===== src/rtl/control_unit_if.sv =====
// Instruction/memory-status inputs and datapath control strobes of the control unit.
`timescale 1ns/1ps
interface control_unit_if;
    logic [31:0] IR;
    logic        Mem_ready;
    logic        PCout, Zhighout, Zlowout, MDRout, HIout, LOout;
    logic        MARin, Zin, PCin, MDRin, IRin, Yin, HIin, LOin;
    logic        IncPC, Read;
    logic        Gra, Grb, Grc, Rin, Rout;
    logic [4:0]  opcode;
    logic        Run;

    modport slave (
        input  IR, Mem_ready,
        output PCout, Zhighout, Zlowout, MDRout, HIout, LOout,
        output MARin, Zin, PCin, MDRin, IRin, Yin, HIin, LOin,
        output IncPC, Read, Gra, Grb, Grc, Rin, Rout, opcode, Run
    );

    modport master (
        output IR, Mem_ready,
        input  PCout, Zhighout, Zlowout, MDRout, HIout, LOout,
        input  MARin, Zin, PCin, MDRin, IRin, Yin, HIin, LOin,
        input  IncPC, Read, Gra, Grb, Grc, Rin, Rout, opcode, Run
    );
endinterface


===== src/rtl/control_unit.sv =====
// Multi-cycle CPU control FSM: fetch (T0-T2), register/ALU execute (T3-T6), HALT.
`timescale 1ns/1ps
module control_unit (
    input  logic           Clock,
    input  logic           clear,
    control_unit_if.slave  bus
);

    typedef enum logic [3:0] {
        RESET_S, T0, T1, T2, T3, T4, T5, T6, HALT
    } state_t;

    state_t     state_q, state_d;
    logic       wait_q, wait_d;
    logic [4:0] op;
    logic       is_alu, is_md, is_halt;
    logic       unused_ir;

    assign op        = bus.IR[31:27];
    assign unused_ir = ^bus.IR[26:0];

    always_comb begin
        is_alu  = op inside {5'b00011, 5'b00100, 5'b00101, 5'b00110, 5'b00111, 5'b01000};
        is_md   = op inside {5'b01111, 5'b10000};
        is_halt = (op == 5'b11011);
    end

    // wait_q marks a T1 cycle that follows another T1 cycle (memory wait)
    assign wait_d = (state_q == T1);

    always_ff @(posedge Clock) begin
        if (clear) begin
            state_q <= RESET_S;
            wait_q  <= 1'b0;
        end else begin
            state_q <= state_d;
            wait_q  <= wait_d;
        end
    end

    always_comb begin
        state_d      = state_q;
        bus.PCout    = 1'b0;
        bus.Zhighout = 1'b0;
        bus.Zlowout  = 1'b0;
        bus.MDRout   = 1'b0;
        bus.HIout    = 1'b0;
        bus.LOout    = 1'b0;
        bus.MARin    = 1'b0;
        bus.Zin      = 1'b0;
        bus.PCin     = 1'b0;
        bus.MDRin    = 1'b0;
        bus.IRin     = 1'b0;
        bus.Yin      = 1'b0;
        bus.HIin     = 1'b0;
        bus.LOin     = 1'b0;
        bus.IncPC    = 1'b0;
        bus.Read     = 1'b0;
        bus.Gra      = 1'b0;
        bus.Grb      = 1'b0;
        bus.Grc      = 1'b0;
        bus.Rin      = 1'b0;
        bus.Rout     = 1'b0;
        bus.opcode   = '0;
        bus.Run      = !(state_q inside {RESET_S, HALT});

        case (state_q)
            RESET_S: state_d = T0;
            T0: begin
                bus.PCout  = 1'b1;
                bus.MARin  = 1'b1;
                bus.IncPC  = 1'b1;
                bus.Zin    = 1'b1;
                bus.opcode = 5'b00011;
                state_d    = T1;
            end
            T1: begin
                bus.Read  = 1'b1;
                bus.MDRin = 1'b1;
                // PC update is a one-shot; wait cycles only keep the MDR loading
                if (!wait_q) begin
                    bus.Zlowout = 1'b1;
                    bus.PCin    = 1'b1;
                end
                if (bus.Mem_ready) state_d = T2;
            end
            T2: begin
                bus.MDRout = 1'b1;
                bus.IRin   = 1'b1;
                state_d    = T3;
            end
            T3: begin
                if (is_alu || is_md) begin
                    bus.Grb  = 1'b1;
                    bus.Rout = 1'b1;
                    bus.Yin  = 1'b1;
                    state_d  = T4;
                end else if (is_halt) begin
                    state_d = HALT;
                end else begin
                    state_d = T0;
                end
            end
            T4: begin
                bus.Grc    = 1'b1;
                bus.Rout   = 1'b1;
                bus.Zin    = 1'b1;
                bus.opcode = op;
                state_d    = T5;
            end
            T5: begin
                if (is_md) begin
                    bus.Zlowout = 1'b1;
                    bus.LOin    = 1'b1;
                    state_d     = T6;
                end else begin
                    if (is_alu) begin
                        bus.Zlowout = 1'b1;
                        bus.Gra     = 1'b1;
                        bus.Rin     = 1'b1;
                    end
                    state_d = T0;
                end
            end
            T6: begin
                bus.Zhighout = 1'b1;
                bus.HIin     = 1'b1;
                state_d      = T0;
            end
            HALT:    state_d = HALT;
            default: state_d = RESET_S;
        endcase
    end

endmodule


===== src/flat_wrapper.sv =====
// flat-port wrapper written by rule: the top's interface ports become plain ports
module control_unit_flat 
  (Clock, clear, bus_IR, bus_Mem_ready, bus_PCout, bus_Zhighout, bus_Zlowout, bus_MDRout, bus_HIout, bus_LOout, bus_MARin, bus_Zin, bus_PCin, bus_MDRin, bus_IRin, bus_Yin, bus_HIin, bus_LOin, bus_IncPC, bus_Read, bus_Gra, bus_Grb, bus_Grc, bus_Rin, bus_Rout, bus_opcode, bus_Run);
  control_unit_if bus_i ();
  input  logic Clock;
  input  logic clear;
  input wire logic [$bits(bus_i.IR)-1:0] bus_IR;
  input wire logic [$bits(bus_i.Mem_ready)-1:0] bus_Mem_ready;
  output wire logic [$bits(bus_i.PCout)-1:0] bus_PCout;
  output wire logic [$bits(bus_i.Zhighout)-1:0] bus_Zhighout;
  output wire logic [$bits(bus_i.Zlowout)-1:0] bus_Zlowout;
  output wire logic [$bits(bus_i.MDRout)-1:0] bus_MDRout;
  output wire logic [$bits(bus_i.HIout)-1:0] bus_HIout;
  output wire logic [$bits(bus_i.LOout)-1:0] bus_LOout;
  output wire logic [$bits(bus_i.MARin)-1:0] bus_MARin;
  output wire logic [$bits(bus_i.Zin)-1:0] bus_Zin;
  output wire logic [$bits(bus_i.PCin)-1:0] bus_PCin;
  output wire logic [$bits(bus_i.MDRin)-1:0] bus_MDRin;
  output wire logic [$bits(bus_i.IRin)-1:0] bus_IRin;
  output wire logic [$bits(bus_i.Yin)-1:0] bus_Yin;
  output wire logic [$bits(bus_i.HIin)-1:0] bus_HIin;
  output wire logic [$bits(bus_i.LOin)-1:0] bus_LOin;
  output wire logic [$bits(bus_i.IncPC)-1:0] bus_IncPC;
  output wire logic [$bits(bus_i.Read)-1:0] bus_Read;
  output wire logic [$bits(bus_i.Gra)-1:0] bus_Gra;
  output wire logic [$bits(bus_i.Grb)-1:0] bus_Grb;
  output wire logic [$bits(bus_i.Grc)-1:0] bus_Grc;
  output wire logic [$bits(bus_i.Rin)-1:0] bus_Rin;
  output wire logic [$bits(bus_i.Rout)-1:0] bus_Rout;
  output wire logic [$bits(bus_i.opcode)-1:0] bus_opcode;
  output wire logic [$bits(bus_i.Run)-1:0] bus_Run;
  assign bus_i.IR = bus_IR;
  assign bus_i.Mem_ready = bus_Mem_ready;
  assign bus_PCout = bus_i.PCout;
  assign bus_Zhighout = bus_i.Zhighout;
  assign bus_Zlowout = bus_i.Zlowout;
  assign bus_MDRout = bus_i.MDRout;
  assign bus_HIout = bus_i.HIout;
  assign bus_LOout = bus_i.LOout;
  assign bus_MARin = bus_i.MARin;
  assign bus_Zin = bus_i.Zin;
  assign bus_PCin = bus_i.PCin;
  assign bus_MDRin = bus_i.MDRin;
  assign bus_IRin = bus_i.IRin;
  assign bus_Yin = bus_i.Yin;
  assign bus_HIin = bus_i.HIin;
  assign bus_LOin = bus_i.LOin;
  assign bus_IncPC = bus_i.IncPC;
  assign bus_Read = bus_i.Read;
  assign bus_Gra = bus_i.Gra;
  assign bus_Grb = bus_i.Grb;
  assign bus_Grc = bus_i.Grc;
  assign bus_Rin = bus_i.Rin;
  assign bus_Rout = bus_i.Rout;
  assign bus_opcode = bus_i.opcode;
  assign bus_Run = bus_i.Run;
  control_unit u_core (.Clock(Clock), .clear(clear), .bus(bus_i));
endmodule

===== config.mk =====
export PLATFORM = sky130hd
export DESIGN_NAME = control_unit_flat
export DESIGN_NICKNAME = d
export VERILOG_FILES = /design/src/rtl/control_unit_if.sv /design/src/rtl/control_unit.sv /design/src/flat_wrapper.sv
export SDC_FILE = /design/constraint.sdc
export NUM_CORES = 1
export LEC_CHECK = 0
export CORE_ASPECT_RATIO = 0.7
export CORE_MARGIN = 8
export CORE_UTILIZATION = 23
export CTS_CLUSTER_DIAMETER = 40
export CTS_CLUSTER_SIZE = 16
export DETAILED_ROUTE_END_ITERATION = 16
export GPL_TIMING_DRIVEN = 0
export PLACE_DENSITY = 0.84
export SLEW_MARGIN = 30
export SYNTH_ARGS = -nofsm -noshare
export SYNTH_HDL_FRONTEND = slang
export SYNTH_SLANG_ARGS = --single-unit
export TNS_END_PERCENT = 5

===== constraint.sdc =====
create_clock -name Clock -period 2.3 [get_ports Clock]
set_clock_uncertainty 0.05 [all_clocks]
set_input_delay 0.575 -clock Clock [delete_from_list [all_inputs] [get_ports Clock]]
set_output_delay 0.575 -clock Clock [all_outputs]
set_load 0.005 [all_outputs]

==> results summary <==
The run finished, with violations left. The final reports fail on setup timing. The area of the die came out at 4030 sq um. The number of input and output port buffers inserted came out at 32. The time the final worst path needs with I/O delays and setup came out at 2.54 ns.

The leakage power summed over all cells came out at 0.421 nW. The final layout contains routed wiring with a total length of 1.97 mm. The worst-case register-to-register setup slack is 0.79 ns. The cell with the biggest individual delay on the critical path is sky130_fd_sc_hd__or4b_4. The number of antenna violations at the first check in global routing came out at 0.

CTS placed an instance of sky130_fd_sc_hd__clkbuf_4 at the clock tree root. The design internal power is 0.000264 W. The number of clock sinks is 5. Setup repair after global routing could not meet its margin everywhere.

The number of unique standard cell types used by synthesis is 29. The setup TNS after final layout is -2.61 ns. The area growth from synthesis to final layout is 92.5%. TritonCTS built the clock tree.

The share of total power in the clock network is 0.273. Entering global routing, the biggest net connects 10 pins. The post-DP HPWL is 1.46 mm. The count of nets left with antenna violations once routing finished came out at 0. The first global-routing pass estimated 3.19 mm of wire.

The finished cells cover 990 sq um. The dominant register cell in the synthesized netlist is sky130_fd_sc_hd__dfxtp_1. The max-slew violation count came out at 0. The core region area is 2140 sq um.

The post-CTS clock slew at the launch and capture registers of the worst setup and hold paths came out at 0.05 ns. Following the worst setup path forward leads to its endpoint at bus_Yin. The ratio of cells with drive above 1 in the final layout is 0.339. Measured along the y axis, the die boundary spans 55.6 microns. The sequential element share of the synthesized area came out at 0.195. The deepest level of the CTS H-tree is 1.

The worst register-to-register path begins at u_core.state_q[2]$_SDFFE_PP0P_. The number of cells after detailed placement came out at 138. The mapped netlist covers 514 sq um. The post-detailed-route DRC marker count is 0. The cell depth of the worst min-delay path came out at 2.

The largest single stage delay on the critical path is 0.52 ns. In this run the worst setup path begins at bus_IR[30]. Based on the critical path, the design can be clocked at up to 0.394 GHz. The detailed router finished its first iteration with 15 violations. The placed standard-cell area is 878 sq um. The die width came out at 72.5 microns. The gate count of the mapped netlist is 73.

The number of maximum-capacitance constraint violations came out at 0. The number of standard cells in the layout, taps in and fillers out came out at 144. Routability-driven placement finished with a final weighted congestion of 0.746. The effective utilization at floorplan came out at 0.241. Dividing the detail-routed wire length by the instance count gives 13.7 microns. Counting flops and latches in the post-synthesis netlist gives 5. For this run, the detailed router's first-pass iteration total came to 4. The combined global-route utilization of all metal layers is 0.0972. Along the worst path, the maximum fanout reaches 2. The later-pin clock latency in the skew report came out at 0.24 ns.

The final net count came out at 148. The final hold violation count came to 0. After detailed routing, the number of vias per cell comes to 4.53.

Setup violations remaining at the end of the flow were counted as 21. Global routing finished with a remaining overflow of 0. In the post-route analysis, the smallest setup slack over all paths is -0.237 ns. The via count of the first global-routing pass is 664.

The maximum root-to-sink buffer count came out at 2. The async set or reset register ratio after synthesis is 0. The power dissipated by switching net loads came out at 0.000118 W. The count of buffering cells on the critical path with inverters included came out at 3. The number of stages on the worst setup path came out at 7.

The count of antenna diodes in the layout is 0. Of the total power, the share spent switching nets is 0.310. During I/O placement, the number of pins put on the boundary was 62. The cell class contributing the biggest share of worst-path delay is simple AND/OR/NAND/NOR gates. The worst reg2reg path endpoint is u_core.state_q[2]$_SDFFE_PP0P_. Summing over every cut layer, the via total after detailed routing is 652. The sequential fraction of design power came out at 0.279. In this run, CTS created clock tree buffers numbering 3.

At the worst endpoint, the required time is 1.67 ns. The share of total power dissipated in combinational logic is 0.448. The worst reg2reg path depth came out at 3. The arrival time of the worst setup path came out at 1.91 ns. Of the available clock period, the critical path in the final layout requires 1.10. The critical path goes through buf_8 > or4b_4 > or2_4 > o21ai_2 > and3b_2 > buf_4 > buf_6. The total power per unit cell area is 386 nW/um^2. VDD sags by at most 0.226 mV. The post-synthesis area per instance came out at 7.04 sq um. The worst setup path is launched from an input port.

The count of flip-flops with a built-in enable after synthesis came out at 0. The worst min-delay path category is reg2reg. During synthesis, Yosys emitted a total of 0 warnings. In this run the core area contains 14 standard-cell rows. STA classifies the critical path endpoint as a primary output. The critical path is of the in2out type.
per-stage QoR:
stage / setup slack (ns) / util / hold WS (ns) / total power, W
6_report: -0.237 / 0.463 / 0.567 / 0.000382
5_1_grt: -0.303 / 0.463 / 0.598 / 0.000406
4_1_cts: -0.260 / 0.452 / 0.574 / 0.000377
3_5_place_dp: -1.17 / 0.411 / 0.573 / 0.000261
3_3_place_gp: -1.14 / 0.411 / 0.562 / 0.000256
2_1_floorplan: -0.0486 / - / 0.525 / 0.000170
layout by cell type, fill, tap and decap left out, types with 2 or more instances in the layout:
master and n:
sky130_fd_sc_hd__a21oi_1 2, sky130_fd_sc_hd__and2_1 5, sky130_fd_sc_hd__buf_2 3, sky130_fd_sc_hd__buf_4 13, sky130_fd_sc_hd__buf_6 2, sky130_fd_sc_hd__buf_8 2, sky130_fd_sc_hd__clkbuf_4 4, sky130_fd_sc_hd__clkdlybuf4s50_1 22
sky130_fd_sc_hd__conb_1 2, sky130_fd_sc_hd__dfxtp_1 4, sky130_fd_sc_hd__inv_1 3, sky130_fd_sc_hd__nand2_1 2, sky130_fd_sc_hd__nand2b_1 3, sky130_fd_sc_hd__nand2b_4 2, sky130_fd_sc_hd__nor2_1 10, sky130_fd_sc_hd__nor3_1 4
sky130_fd_sc_hd__o21a_1 3, sky130_fd_sc_hd__or3_1 2
power groups by stage:
stage / Clock [W] / Combinational [W] / Sequential [W]
2_1_floorplan: 0 / 0.0000688 / 0.000101
3_3_place_gp: 0 / 0.000153 / 0.000103
3_5_place_dp: 0 / 0.000157 / 0.000103
4_1_cts: 0.000108 / 0.000166 / 0.000104
5_1_grt: 0.000112 / 0.000186 / 0.000108
6_report: 0.000104 / 0.000171 / 0.000107
cell type report:
cell class                 count  area, sq um
fill                         215         1150
multi-input combinational     55          398
timing repair buffer          36          345
sequential                     5          101
buffer                         9         67.6
tap                           32         40.0
clock buffer                   4         26.3
inverter                       3         11.3
logic make-up after synthesis:
group,after synthesis,synth area share
simple gates,38,0.411
mux,1,0.0195
buf+inv,14,0.168
compound gates,14,0.200
flops,5,0.195
other cells,1,0.00729
worst min-delay path by stage:
| stage | from | endpoint |
|---|---|---|
| floorplan | u_core.state_q[1]$_SDFFE_PP0P_ | u_core.state_q[0]$_SDFFE_PP0P_ |
| global placement | u_core.state_q[1]$_SDFFE_PP0P_ | u_core.state_q[0]$_SDFFE_PP0P_ |
| detailed placement | u_core.state_q[1]$_SDFFE_PP0P_ | u_core.state_q[0]$_SDFFE_PP0P_ |
| CTS | u_core.state_q[1]$_SDFFE_PP0P_ | u_core.state_q[0]$_SDFFE_PP0P_ |
| global route | u_core.state_q[1]$_SDFFE_PP0P_ | u_core.state_q[0]$_SDFFE_PP0P_ |
| finish | u_core.state_q[1]$_SDFFE_PP0P_ | u_core.state_q[0]$_SDFFE_PP0P_ |
routing by layer:
metal	GRT usage	vias up	wire length, microns
met2	0.164	33	964
li1	-	320	-
met3	0.0540	0	194
met1	0.104	299	807
met5	0	-	0
met4	0.0170	0	0
worst reg2reg max path: cells and delay by family, from the launching register on:
family          cells  cell delay (ns)
simple gates        2             0.65
compound gates      1             0.18
flops               1             0.56
state kept, by name (all words and copies together), names as in the netlist:
register	count
u_core.wait_q	1
u_core.state_q	4
cell usage after synthesis, types with 2 or more instances:
master                     number  area share
sky130_fd_sc_hd__a21oi_1        2       0.019
sky130_fd_sc_hd__inv_1          3       0.022
sky130_fd_sc_hd__buf_4          9        0.13
sky130_fd_sc_hd__o21ai_0        2       0.019
sky130_fd_sc_hd__o21a_1         3       0.044
sky130_fd_sc_hd__dfxtp_1        5        0.19
sky130_fd_sc_hd__nor2_1        11       0.080
sky130_fd_sc_hd__nor3_1         5       0.049
sky130_fd_sc_hd__and2_1         5       0.061
sky130_fd_sc_hd__nand2_1        2       0.015
sky130_fd_sc_hd__clkbuf_1       2       0.015
sky130_fd_sc_hd__a211oi_1       2       0.029
sky130_fd_sc_hd__nand2b_1       5       0.061
sky130_fd_sc_hd__or3_1          2       0.024
timing repair:
action,4_1_cts,5_1_grt
setup buffers,4,0
hold endpoints to repair,0,0
pin swaps,5,2
endpoints found under the setup margin,23,24
hold buffers,0,0
gates resized for setup,55,8
Power figures use the tool's default switching activity.
